===== config.mk =====
export PLATFORM = sky130hd
export DESIGN_NAME = adc_pulse_capture
export DESIGN_NICKNAME = d
export VERILOG_FILES = /design/src/rtl/adc_pulse_capture.sv
export SDC_FILE = /design/constraint.sdc
export NUM_CORES = 1
export LEC_CHECK = 0
export BUFFER_PORTS_ARGS = -buffer_cell sky130_fd_sc_hd__buf_4
export CAP_MARGIN = 40
export CORE_MARGIN = 4
export CORE_UTILIZATION = 50
export CTS_CLUSTER_DIAMETER = 60
export DETAILED_ROUTE_END_ITERATION = 10
export MAX_ROUTING_LAYER = met4
export PLACE_DENSITY = 0.76
export RECOVER_POWER = 100
export SYNTH_ARGS = -nofsm -noshare
export SYNTH_HDL_FRONTEND = slang
export SYNTH_SLANG_ARGS = --single-unit

===== constraint.sdc =====
create_clock -name sys_clk -period 28.1 [get_ports sys_clk]
set_input_delay 1.405 -clock sys_clk [delete_from_list [all_inputs] [get_ports sys_clk]]
set_output_delay 1.405 -clock sys_clk [all_outputs]
set_load 0.02 [all_outputs]

===== src/rtl/adc_pulse_capture.sv =====
// Pulse-width and peak capture on a multi-lane ADC stream: after arming, skips any pulse
// already in progress, then measures one high phase, the following low phase and the high-phase peak.
module adc_pulse_capture #(
    parameter int SAMPLE_W = 16,
    parameter int LANES    = 4
) (
    input  logic                         sys_clk,
    input  logic                         rst,
    input  logic                         i_adc_valid,
    input  logic [SAMPLE_W*LANES-1:0]    i_adc_data,
    input  logic [SAMPLE_W-1:0]          i_threshold,
    input  logic                         i_arm,
    input  logic                         i_stop,
    input  logic [31:0]                  i_timeout,
    output logic [31:0]                  o_data_duration,
    output logic [31:0]                  o_zero_duration,
    output logic [SAMPLE_W-1:0]          o_peak_amp,
    output logic                         o_meas_valid,
    output logic                         o_busy,
    output logic                         o_timeout
);

    typedef enum logic [2:0] {
        IDLE,
        WAIT_LOW,
        WAIT_HIGH,
        MEAS_HIGH,
        MEAS_LOW
    } state_t;

    state_t                      state_q, state_d;
    logic [31:0]                 high_cnt_q, high_cnt_d;
    logic [31:0]                 low_cnt_q, low_cnt_d;
    logic signed [SAMPLE_W-1:0]  peak_q, peak_d;
    logic [31:0]                 tmo_cnt_q, tmo_cnt_d;
    logic [31:0]                 data_dur_q, data_dur_d;
    logic [31:0]                 zero_dur_q, zero_dur_d;
    logic signed [SAMPLE_W-1:0]  peak_out_q, peak_out_d;
    logic                        meas_valid_q, meas_valid_d;
    logic                        timeout_q, timeout_d;

    logic signed [SAMPLE_W-1:0]  beat_max;
    logic                        beat_high;
    logic                        beat_low;
    logic [31:0]                 tmo_inc;
    logic                        timeout_hit;

    function automatic logic [31:0] sat_inc(input logic [31:0] v);
        return (v == 32'hFFFF_FFFF) ? v : v + 32'd1;
    endfunction

    // A beat is HIGH exactly when its largest lane exceeds the threshold.
    always_comb begin
        beat_max = $signed(i_adc_data[SAMPLE_W-1:0]);
        for (int i = 1; i < LANES; i++) begin
            if ($signed(i_adc_data[i*SAMPLE_W +: SAMPLE_W]) > beat_max) begin
                beat_max = $signed(i_adc_data[i*SAMPLE_W +: SAMPLE_W]);
            end
        end
    end

    assign beat_high   = i_adc_valid && (beat_max > $signed(i_threshold));
    assign beat_low    = i_adc_valid && !(beat_max > $signed(i_threshold));
    assign tmo_inc     = sat_inc(tmo_cnt_q);
    assign timeout_hit = (state_q != IDLE) && (i_timeout != 32'd0) && (tmo_inc >= i_timeout);

    always_comb begin
        state_d      = state_q;
        high_cnt_d   = high_cnt_q;
        low_cnt_d    = low_cnt_q;
        peak_d       = peak_q;
        tmo_cnt_d    = (state_q != IDLE) ? tmo_inc : tmo_cnt_q;
        data_dur_d   = data_dur_q;
        zero_dur_d   = zero_dur_q;
        peak_out_d   = peak_out_q;
        meas_valid_d = 1'b0;
        timeout_d    = 1'b0;

        if (i_stop) begin
            state_d = IDLE;
        end else if (timeout_hit) begin
            state_d   = IDLE;
            timeout_d = 1'b1;
        end else begin
            unique case (state_q)
                IDLE: begin
                    if (i_arm) begin
                        state_d   = WAIT_LOW;
                        tmo_cnt_d = 32'd0;
                    end
                end
                WAIT_LOW: begin
                    if (beat_low) state_d = WAIT_HIGH;
                end
                WAIT_HIGH: begin
                    if (beat_high) begin
                        state_d    = MEAS_HIGH;
                        high_cnt_d = 32'd1;
                        peak_d     = beat_max;
                    end
                end
                MEAS_HIGH: begin
                    if (beat_high) begin
                        high_cnt_d = sat_inc(high_cnt_q);
                        peak_d     = (beat_max > peak_q) ? beat_max : peak_q;
                    end else if (beat_low) begin
                        state_d   = MEAS_LOW;
                        low_cnt_d = 32'd1;
                    end
                end
                MEAS_LOW: begin
                    if (beat_low) begin
                        low_cnt_d = sat_inc(low_cnt_q);
                    end else if (beat_high) begin
                        state_d      = IDLE;
                        data_dur_d   = high_cnt_q;
                        zero_dur_d   = low_cnt_q;
                        peak_out_d   = peak_q;
                        meas_valid_d = 1'b1;
                    end
                end
                default: state_d = IDLE;
            endcase
        end
    end

    always_ff @(posedge sys_clk) begin
        if (rst) begin
            state_q      <= IDLE;
            high_cnt_q   <= '0;
            low_cnt_q    <= '0;
            peak_q       <= '0;
            tmo_cnt_q    <= '0;
            data_dur_q   <= '0;
            zero_dur_q   <= '0;
            peak_out_q   <= '0;
            meas_valid_q <= 1'b0;
            timeout_q    <= 1'b0;
        end else begin
            state_q      <= state_d;
            high_cnt_q   <= high_cnt_d;
            low_cnt_q    <= low_cnt_d;
            peak_q       <= peak_d;
            tmo_cnt_q    <= tmo_cnt_d;
            data_dur_q   <= data_dur_d;
            zero_dur_q   <= zero_dur_d;
            peak_out_q   <= peak_out_d;
            meas_valid_q <= meas_valid_d;
            timeout_q    <= timeout_d;
        end
    end

    assign o_data_duration = data_dur_q;
    assign o_zero_duration = zero_dur_q;
    assign o_peak_amp      = peak_out_q;
    assign o_meas_valid    = meas_valid_q;
    assign o_timeout       = timeout_q;
    assign o_busy          = (state_q != IDLE);

endmodule


* Word-level counts from Yosys, hierarchy flattened
Index checks and enable logic that the tools add are counted.
** Operators by class
- Magnitude comparators :: 6
- Bitwise operators :: 4
- Equal/unequal tests :: 19
- Multiplexer cells :: 32
- Add/sub/neg operators :: 3
- Reductions and logical operators :: 18
** Operators by type and width (number)
- $mux 32 :: 13
- $pmux 32 s2 :: 2
- $add 32x1->32 const B :: 3
- $eq 32x32->1 const B :: 3
- $mux 16 :: 6
- $gt 16x16->1 :: 5
- $ge 32x32->1 :: 1
- $pmux 16 s2 :: 1
- $reduce_bool 32->1 :: 1
- $ne 2x2->1 const B :: 12
- $mux 3 :: 7
- $pmux 3 s5 :: 1
- $reduce_and 7->1 :: 2
- $reduce_and 6->1 :: 2
- $eq 3x2->1 const B :: 2
- $reduce_and 5->1 :: 1
- $reduce_or 5->1 :: 1
- $logic_and 1x1->1 :: 4
- $not 1->1 :: 4
- $reduce_bool 2->1 :: 2
- $eq 3x1->1 const B :: 1
- $eq 3x3->1 const B :: 1
- $logic_not 3->1 :: 1
- $reduce_bool 3->1 :: 1
- other kinds (4) :: 5
** Storage, ports and cells
- Bits in registers :: 197
- Input bits :: 117
- Logic and storage cells :: 92

* Logic depth before layout (Yosys ltp)
Gate-level depths: netlist of run 1.
- Depth in word-level cells :: 12
- Mapped depth :: 47
- Mapped depth without buffers :: 41

* Worst setup path before layout of run 1
OpenSTA, ideal clock, no wires.
- Kind :: input port to flip-flop
- Start point :: input i_adc_data[15]
- End point :: register peak_q[0]
- Stages :: 44
- Setup slack :: 17568 ps
- Buffers on the path :: 5
- Arrival :: 10412 ps
- Cell sequence :: inv_1 > ha_1 > nand4_2 > o221a_2 > and2_4 > a31oi_1 > a21oi_1 > clkbuf_1 > mux2_2 > inv_1 > ha_1 > nand4_1 > nor4_2 > nand3_1 > or4_4 > a32oi_1 > o22ai_1 > a31oi_4 > (+8 left out) > a21boi_0 > inv_1 > nand2_1 > clkbuf_1 > clkbuf_1 > o21ai_0 > ha_1 > nor2b_1 > o21a_1 > o21ai_0 > a211oi_1 > a211oi_1 > mux2i_1 > nor3b_1 > and3_1 > clkbuf_1 > nor3b_1 > a211o_1
** Between the ends
- Longest elaborated chain between the ends :: 10
** RTL lines
- from (decl) :: RTL line 10 : input logic [SAMPLE_W*LANES-1:0] i_adc_data,
- $gt 16x16->1 :: RTL line 56 : if ($signed(i_adc_data[i*SAMPLE_W +: SAMPLE_W]) > beat_max) begin
- $mux 16 (*) :: RTL line 56
- $gt 16x16->1 :: RTL line 56
- $mux 16 (*) :: RTL line 56
- $gt 16x16->1 :: RTL line 56
- $mux 16 (*) :: RTL line 56
- named net beat_max[1] :: RTL line 42 : logic signed [SAMPLE_W-1:0] beat_max;
- $gt 16x16->1 :: RTL line 62 : assign beat_high = i_adc_valid && (beat_max > $signed(i_threshold));
- $logic_and 1x1->1 :: RTL line 62
- $ne 2x2->1 (no source line)
- $reduce_and 6->1 (no source line) (*)
- to (signal assigned) :: RTL line 143 : peak_q <= peak_d;
- to (decl) :: RTL line 34 : logic signed [SAMPLE_W-1:0] peak_q, peak_d;
Mark *: on every way through the listed nets, which the timed path passes. The rest lies on a longest branch. The select of a mux whose other input is x is not followed.
A chain may end at the register's enable or synchronous reset.

* Worst setup path after layout of run 1
- Start point :: input i_adc_data[15]
- End point :: register zero_dur_q[17] (netlist: o_zero_duration[17])
** Between the ends
- Longest elaborated chain between the ends :: 11
** RTL lines
- $gt 16x16->1 :: RTL line 56
- $mux 16 (*) :: RTL line 56
- $gt 16x16->1 :: RTL line 56
- $mux 16 (*) :: RTL line 56
- $gt 16x16->1 :: RTL line 56
- $mux 16 (*) :: RTL line 56
- named net beat_max[1] :: RTL line 42
- $gt 16x16->1 (*) :: RTL line 62, 63
- $logic_not 1->1 :: RTL line 63 : assign beat_low = i_adc_valid && !(beat_max > $signed(i_threshold));
- $logic_and 1x1->1 :: RTL line 63
- $not 1->1 (no source line)
- $reduce_and 5->1 (no source line) (*)
- to (signal assigned) :: RTL line 146 : zero_dur_q <= zero_dur_d;
- to (decl) :: RTL line 37 : logic [31:0] zero_dur_q, zero_dur_d;
Mark *: on every way through the listed nets, which the timed path passes. The rest lies on a longest branch.

==> summary.txt, run 1 <==
Headroom to the max-slew limit: -77.25%
Layout cells sized above 1: 10.22%
Fin nets: 1998
Met3 WL post-DR: 1.562 mm
Clock slew at reported path FFs: 70 ps
Failing checks: max-capacitance violations, max-slew violations
Worst Path Arrival: 16000 ps
WL/cell: 15.94 um
Synth Area in XOR/XNOR: 5.338%
Power per cell area: 48.04 nW/um^2
Max incr delay on CP: 1950 ps
Routed met2 length: 15.63 mm
Post-Route WL: 33.55 mm
Max Used Layer: met4
DP Wirelength: 25.31 mm
DIE AREA: 27530 um^2
Fin. max-slew vios: 178
Critical path class: input port to register
Drt initial violations: 676
Tot GR Track Use: 24.60%
Synth Area in Compound Gates: 17.10%
Diode count: 0
DR vias/cell: 5.670
Initial Utilization: 50.98%
Maximum capacitance violations: 4
Fin util: 58.77%
Post-synthesis sequential area ratio: 31.62%
Post-synth EDFFs: 0
Slew @ Worst Pin: 2659 ps
CP most frequent cell: ha_1
Clock latency on the worst-skew pair: 440 ps
Period utilisation layout: 55.62%
Req. time, crit path: 28470 ps
Max Freq: 0.06399 GHz
Top_reg_cell synth: dfxtp_1
# setup viols final: 0
Status: finished, violations left
Rows: 57
Top Ports: 200
GPL Wtd Cong: 0.9110
Startpoint Class: input port
Global-route wire length before repair: 56.20 mm
Critical path fanouts, max: 62
Number of global-route vias before repair: 11430
H-tree depth: 4
Leak pwr: 5.748 nW
Multiplexer share of the synthesized area: 2.819%
Register bit total from synthesis: 197
Area Growth Syn to Fin: 15.28%
Synth Area in Simple Gates: 25.22%
CTS Hold Bufs: 0
Synth Cell Area: 12470 um^2
Largest net degree at the start of global routing: 66
Root buffer cell: clkbuf_16
Die X: 165.9 um
Commonest cells after routing, fill and taps aside: nand2_1 (254), dfxtp_1 (197), a21oi_1 (143), inv_1 (128), nor2_1 (126)
First-pass iteration count of the detailed router: 6
Clock buffer count from CTS: 17
DRT antenna net count: 0
Via Count: 11940
CTS sink cnt: 197
DRT met1 WL: 15.49 mm
CTS tree: yes
Die H: 165.9 um
Adder-cell share of the synthesized area: 11.42%
Hold Fails Final Rpt: 0
Syn. warnings: 0
Syn_nets: 1847
Skew final: 12.75 ps
Min Tclk post-route: 15630 ps
Core area: 24460 um^2
Peak VDD IR: 0.03306 mV
HP Class: register to register
DR DRC count: 0
IO Port Bufs: 199
Post_cts resized: 0
Ys async rst share: 0%
Most common cell after layout, fill and taps aside: nand2_1
Unique masters post-synth: 70
Fillers: 2341
Synthesized area per cell: 7.712 um^2
Initial antenna violation count: 0
Critical path's slowest cell: clkbuf_1
Clk buf depth: 2
Largest family of logic cells by synthesized area: simple AND/OR/NAND/NOR gates
Crit. End Element: register
Setup TNS: 0 ps
RSZ-0062 raised after global routing: no
Post-CTS setup buffer count: 0
Grt total ovfl: 0
Syn Inst Count: 1617
routing by layer:
metal / vias to the layer above / GRT usage, %
li1: 5979 / -
met1: 5542 / 32.47
met2: 349 / 39.15
met3: 65 / 3.499
met4: 0 / 7.891
met5: - / -
flip-flops by register name, indices dropped and copies added, names as in the netlist:
register	count
o_peak_amp	16
o_timeout	1
o_zero_duration	32
state_q	3
o_meas_valid	1
tmo_cnt_q	32
low_cnt_q	32
peak_q	16
o_data_duration	32
high_cnt_q	32
synthesized netlist by cell type (all sizes together), types with 7 or more instances:
| cell | number | area (um^2) |
|---|---|---|
| xnor2 | 64 | 560.5 |
| a41o | 13 | 130.1 |
| and2 | 11 | 71.32 |
| ha | 113 | 1414 |
| dfxtp | 197 | 3944 |
| nand2 | 254 | 953.4 |
| nand4 | 46 | 294.0 |
| mux2i | 16 | 160.2 |
| o21ai | 58 | 290.3 |
| o21a | 13 | 97.59 |
| and4 | 14 | 122.6 |
| o21bai | 13 | 97.59 |
| or3 | 16 | 100.1 |
| a31oi | 10 | 77.57 |
| a22oi | 12 | 90.09 |
| nand3 | 48 | 240.2 |
| nor2 | 126 | 473.0 |
| nor2b | 15 | 93.84 |
| clkbuf | 75 | 281.5 |
| a21oi | 143 | 715.7 |
| buf | 7 | 46.29 |
| and3 | 15 | 93.84 |
| a311oi | 15 | 137.6 |
| nor3b | 9 | 67.56 |
| nor4 | 33 | 244.0 |
| a21o | 21 | 157.7 |
| inv | 128 | 480.5 |
| mux2 | 17 | 191.4 |
| nor3 | 40 | 211.5 |
| xor2 | 12 | 105.1 |
area by class of cell:
class	count	area (um^2)	area share [%]
flip-flops and latches	197	3944	27.43
clock inverters	15	170.2	1.184
clock buffers	17	425.4	2.959
repair buffers	214	1289	8.964
inverters	128	480.5	3.342
multi-input cells	1210	7662	53.30
well taps	324	405.4	2.820
report_power, final:
part           switching (mW)  internal [mW]  total, mW
Sequential           0.000687          0.279      0.280
Clock                   0.121          0.127      0.248
Combinational          0.0951         0.0676      0.163
cells by family after synthesis:
group	count (synthesis)
simple gates	649
compound gates	338
buf+inv	210
flops	197
fa+ha+maj	114
xor+xnor	76
mux	33
critical path: cells and delay by family:
family	cells	cell delay (ps)
buf+inv	7	3920
simple gates	12	3110
fa+ha+maj	4	1650
mux	3	1310
compound gates	15	4540
final timing paths:
check / start / endpoint / slack [ps] / depth (start not counted)
hold / removal: o_zero_duration[8]$_SDFFE_PP0P_ / o_zero_duration[8]$_SDFFE_PP0P_ / 450 / 2
setup / recovery: i_adc_data[15] / o_zero_duration[17]$_SDFFE_PP0P_ / 12470 / 41
hold reg to reg: o_zero_duration[8]$_SDFFE_PP0P_ / o_zero_duration[8]$_SDFFE_PP0P_ / 450 / 2
setup reg to reg: tmo_cnt_q[24]$_SDFF_PP0_ / o_data_duration[29]$_SDFFE_PP0P_ / 20250 / 19
metrics by stage:
step | hold WS, ps | power, mW | cells | instance area [um^2] | worst slack [ps]
detailed placement | 446.9 | 0.4467 | 2071 | 14210 | 15340
finish | 453.7 | 0.6907 | 2105 | 14380 | 12470
global route | 469.3 | 0.7278 | 2105 | 14380 | 10920
floorplan | 431.9 | 0.3989 | 1617 | 12470 | 17570
CTS | 457.5 | 0.6943 | 2103 | 14800 | 15720
global placement | 443.4 | 0.4409 | 2068 | 14140 | 15540
Power figures use the tool's default switching activity.
==> inputs of run 2 (changes only) <==
Settings changed: PLACE_DENSITY 0.76 to 0.79.
Clock period 28.1 ns to 14.35 ns, I/O delays scaled along.
==> run 2 against run 1 <==
The run still ends with max-capacitance violations, max-slew violations left. Flip-flop and latch count did not move. Worst setup slack got worse by 10000 ps. Via count is 1.0% lower. Worst hold slack barely moved. Total power is 93% higher. Global-route usage barely moved. Combinational power grew 96%. Critical path type unchanged. Clock skew increased by 3.3 ps. Cell count stayed put. First-iteration DRC count grew 6.8%.
==> summary.txt, run 2 (synthesis gave the netlist of run 1 again) <==
Clock buffer count from CTS: 17
Root buffer cell: clkbuf_16
Register area: 3944 um^2
DR vias/cell: 5.613
Headroom to the max-slew limit: -27.72%
Failing checks: max-capacitance violations, max-slew violations
Drt initial violations: 722
Top Ports: 200
Die H: 165.9 um
Met3 Use GR: 3.832%
CTS Hold Bufs: 0
Post_cts resized: 0
Clk buf depth: 2
Fin nets: 1998
Hold Fails Final Rpt: 0
Initial antenna violation count: 0
Final Instance Area: 14400 um^2
Setup TNS: 0 ps
Critical path's slowest cell: a31oi_1
WL/cell: 15.92 um
HP Class: register to register
Leak pwr: 5.761 nW
Grt total ovfl: 0
DR DRC count: 0
H-tree depth: 4
Post-CTS setup buffer count: 0
# setup viols final: 0
Number of global-route vias before repair: 11690
Skew final: 16.05 ps
GRT Max-Usage Layer: met2
CTS tree: yes
Max incr delay on CP: 1360 ps
Diode count: 0
Clock latency on the worst-skew pair: 440 ps
Multi-input logic area: 7675 um^2
Startpoint Class: input port
Min Tclk post-route: 12280 ps
Power per cell area: 92.73 nW/um^2
Post-Route WL: 33.52 mm
Worst Path Arrival: 12620 ps
M1 GR Usage: 31.28%
RSZ-0062 raised after global routing: no
Status: finished, violations left
Clock slew at reported path FFs: 80 ps
M2 GR Usage: 41.03%
Core area: 24460 um^2
Peak VDD IR: 0.07239 mV
Period utilisation layout: 85.56%
DP Wirelength: 25.59 mm
Max Freq: 0.08145 GHz
Critical path class: input port to register
First-pass iteration count of the detailed router: 5
Slew @ Worst Pin: 1907 ps
Hold Crit Start: o_zero_duration[8]$_SDFFE_PP0P_
Die X: 165.9 um
Maximum capacitance violations: 1
Initial Utilization: 50.98%
Most common cell after layout, fill and taps aside: nand2_1
Tot GR Track Use: 24.55%
IO Port Bufs: 199
DRT antenna net count: 0
GPL Wtd Cong: 0.9380
Req. time, crit path: 14690 ps
Area Growth Syn to Fin: 15.43%
RR Startpoint: tmo_cnt_q[4]$_SDFF_PP0_
Fillers: 2338
Global-route wire length before repair: 56.20 mm
Largest net degree at the start of global routing: 55
DIE AREA: 27530 um^2
Crit. End Element: register
Layout cells sized above 1: 10.72%
Critical path fanouts, max: 47
Rows: 57
Commonest cells after routing, fill and taps aside: nand2_1 (254), dfxtp_1 (197), a21oi_1 (143), inv_1 (128), buf_4 (127)
CTS sink cnt: 197
Placed cell area: 14210 um^2
Fin. max-slew vios: 15
Via Count: 11820
Crit path launch: i_adc_data[15]
run 2: changes by cell type in the layout (fill, tap and decap cells not counted), sizes merged:
cell	previous run	this run
buf	123	130
clkbuf	108	102
clkinv	7	2
clkinvlp	1	4
inv	134	136
bufinv	1	0
run 2: stage by stage:
stage	instances	setup WS [ps]	util, %	hold WS, ps	total power, mW
after global placement	2069	3005	57.85	444.2	0.8693
after global routing	2105	1022	58.85	478.3	1.407
after floorplan	1617	4506	-	431.9	0.7812
final	2105	2072	58.85	453.7	1.335
after detailed placement	2073	2654	58.10	447.7	0.8777
after CTS	2105	3072	60.42	457.7	1.343
run 2: layout make-up:
type / count / share of cell area, %
Clock buffer: 18 / 2.981
Clock inverter: 14 / 0.9561
Inverter: 128 / 3.338
Multi-Input combinational cell: 1210 / 53.32
Sequential cell: 197 / 27.40
Tap cell: 324 / 2.816
Timing Repair Buffer: 214 / 9.196
run 2: worst max-delay path, delay by kind of cell:
kind | cells | cell delay (ps)
adders and majority gates | 4 | 1490
buffers and inverters | 7 | 960
AOI/OAI and AO/OA | 17 | 5020
muxes | 3 | 840
and+or+nand+nor | 12 | 3550
run 2: power by group:
part	internal, mW	leakage [nW]	total, mW	switching (mW)
Clock	0.232	0.266	0.467	0.236
Sequential	0.547	1.59	0.548	0.00135
Combinational	0.134	3.91	0.319	0.185
run 2: path summary, 6_finish.rpt:
path              depth (start not counted)  slack (ps)                              end
hold reg to reg                           2         450  o_zero_duration[8]$_SDFFE_PP0P_
setup reg to reg                         20        7630           peak_q[1]$_SDFFE_PP0P_
setup / recovery                         43        2070           peak_q[1]$_SDFFE_PP0P_
hold / removal                            2         450  o_zero_duration[8]$_SDFFE_PP0P_
run 2: metal layers:
layer | vias up | share of wire, %
met5 | - | 0
met4 | 0 | 2.1
met3 | 42 | 4.1
met2 | 291 | 48
met1 | 5508 | 46
li1 | 5975 | -
==> inputs of run 3 (changes only) <==
Settings changed: CELL_PAD_IN_SITES_DETAIL_PLACEMENT set to 1, CELL_PAD_IN_SITES_GLOBAL_PLACEMENT set to 1, CORE_UTILIZATION 50 to 38, PLACE_DENSITY 0.79 to 0.81.
==> run 3 against run 2 <==
The flow still finishes with violations (max-capacitance violations, max-slew violations). Count of clock-buffer cells in the layout is 1 higher. Largest cell class unchanged. Cell count increased by 5.7%. Sequential power hardly changed. Non-clock buffer count grew 2. Core utilization is 14 points lower. Critical path type unchanged. Combinational power is 4% higher. Flip-flop and latch count unchanged. Wire length grew 16%. Worst hold slack improved by 1.9 ps. Clock skew up 12 ps. Highest routed layer unchanged.
==> summary.txt, run 3 (synthesis gave the netlist of run 1 again) <==
Area Growth Syn to Fin: 16.81%
Hold Path Stages: 2
First-pass iteration count of the detailed router: 5
Leak pwr: 5.781 nW
Power per cell area: 92.40 nW/um^2
Sw Pwr: 0.4312 mW
Fin nets: 2000
Worst r2r path cells: 18
Global-route wire length before repair: 62.90 mm
Grt total ovfl: 0
Most common cell after layout, fill and taps aside: nand2_1
Non-Filler Instances: 2225
DR vias/cell: 5.436
Pint: 0.9147 mW
DIE AREA: 35780 um^2
Worst Path Arrival: 12580 ps
Tot GR Track Use: 21.76%
Setup TNS: 0 ps
Startpoint Class: input port
Switching portion of total power: 32.04%
Die H: 189.2 um
Commonest cells after routing, fill and taps aside: nand2_1 (254), dfxtp_1 (197), a21oi_1 (143), inv_1 (128)
CTS Hold Bufs: 0
Combinational share of power: 24.6%
Total design power: 1.346 mW
HP Class: register to register
Post-Route WL: 38.75 mm
Initial Utilization: 38.43%
DR DRC count: 0
Req. time, crit path: 14610 ps
Clk network pwr share: 34.7%
Core area: 32450 um^2
Layout cells sized above 1: 10.71%
Hold Fails Final Rpt: 0
Die X: 189.2 um
Critical path's top delay family: compound AO/OA/AOI/OAI gates
DRT antenna net count: 0
WL/cell: 17.41 um
Failing checks: max-capacitance violations, max-slew violations
Max Freq: 0.08118 GHz
Share of power burned in registers: 40.7%
IO Port Bufs: 199
Placed cell area: 14390 um^2
Clock buffer count from CTS: 17
WP depth: 43
Initial antenna violation count: 0
DP Wirelength: 30.10 mm
Skew final: 27.55 ps
CTS tree: yes
Clk buf depth: 2
Post-CTS setup buffer count: 0
Peak VDD IR: 0.08512 mV
CP most frequent cell: ha_1
Slew @ Worst Pin: 1900 ps
Multi-input logic area: 7679 um^2
Placed Cells: 2192
Headroom to the max-slew limit: -27.26%
Rows: 66
Via Count: 12090
Clock latency on the worst-skew pair: 450 ps
CTS sink cnt: 197
Critical path's slowest cell: a31oi_1
GPL Wtd Cong: 0.9161
Crit. End Element: register
Root buffer cell: clkbuf_16
Final Instance Area: 14570 um^2
Post_cts resized: 0
Period utilisation layout: 85.84%
Fillers: 4109
Top Ports: 200
RSZ-0062 raised after global routing: no
Critical path class: input port to register
Worst path bufs/invs: 7
Status: finished, violations left
Diode count: 0
Number of global-route vias before repair: 12490
Maximum capacitance violations: 1
H-tree depth: 4
Max incr delay on CP: 1360 ps
# setup viols final: 0
Register area: 3944 um^2
Fin. max-slew vios: 15
Drt initial violations: 478
Min Tclk post-route: 12320 ps
Largest net degree at the start of global routing: 54
Critical path fanouts, max: 47
Clock slew at reported path FFs: 70 ps
## run 3: layout make-up
class / count / area share (%)
clock buffers: 19 / 3.041
clock inverters: 13 / 0.7988
repair buffers: 216 / 9.277
flip-flops and latches: 197 / 27.07
inverters: 128 / 3.298
multi-input cells: 1210 / 52.71
well taps: 442 / 3.797
## run 3: through the flow
step / hold WS (ps) / setup WS, ps / utilization [%]
2_1_floorplan: 431.9 / 4506 / -
3_3_place_gp: 445.3 / 3097 / 44.06
3_5_place_dp: 450.2 / 2581 / 44.34
4_1_cts: 460.6 / 2948 / 46.06
5_1_grt: 482.7 / 1063 / 44.88
6_report: 455.5 / 2032 / 44.88
## run 3: final timing paths
kind,endpoint,slack [ps],startpoint
min,o_zero_duration[8]$_SDFFE_PP0P_,460,o_zero_duration[8]$_SDFFE_PP0P_
max,high_cnt_q[29]$_SDFFE_PP0P_,2030,i_adc_data[15]
max reg2reg,peak_q[1]$_SDFFE_PP0P_,7630,tmo_cnt_q[3]$_SDFF_PP0_
min reg2reg,o_zero_duration[8]$_SDFFE_PP0P_,460,o_zero_duration[8]$_SDFFE_PP0P_
## run 3: layer usage
| metal | GRT usage, % | routed length, um | part of all wire (%) |
|---|---|---|---|
| met5 | - | 0 | 0 |
| met4 | 5.549 | 701 | 1.8 |
| met1 | 27.20 | 17800 | 46 |
| met2 | 37.67 | 19050 | 49 |
| met3 | 2.415 | 1196 | 3.1 |
## run 3: power groups by stage
stage | registers, mW | logic, mW | clock network, mW
after CTS | 0.548 | 0.333 | 0.480
final | 0.548 | 0.331 | 0.467
after global placement | 0.561 | 0.316 | 0
after detailed placement | 0.561 | 0.331 | 0
after floorplan | 0.560 | 0.221 | 0
after global routing | 0.548 | 0.371 | 0.499
## run 3: worst reg2reg max path, cell delays in order (launching register included)
cell and delay (ps):
dfxtp_1 470, and4_1 290, nand4_1 260, nor4_1 640, o211ai_1 420, nor2_1 360, and3_1 220, xor2_1 210
ha_1 290, o21ai_0 180, a21oi_1 100, a221oi_1 300, o2bb2ai_1 160, a311oi_2 570, nor2b_1 210, buf_4 220
and3_1 670, nand4_1 690, o211ai_1 390
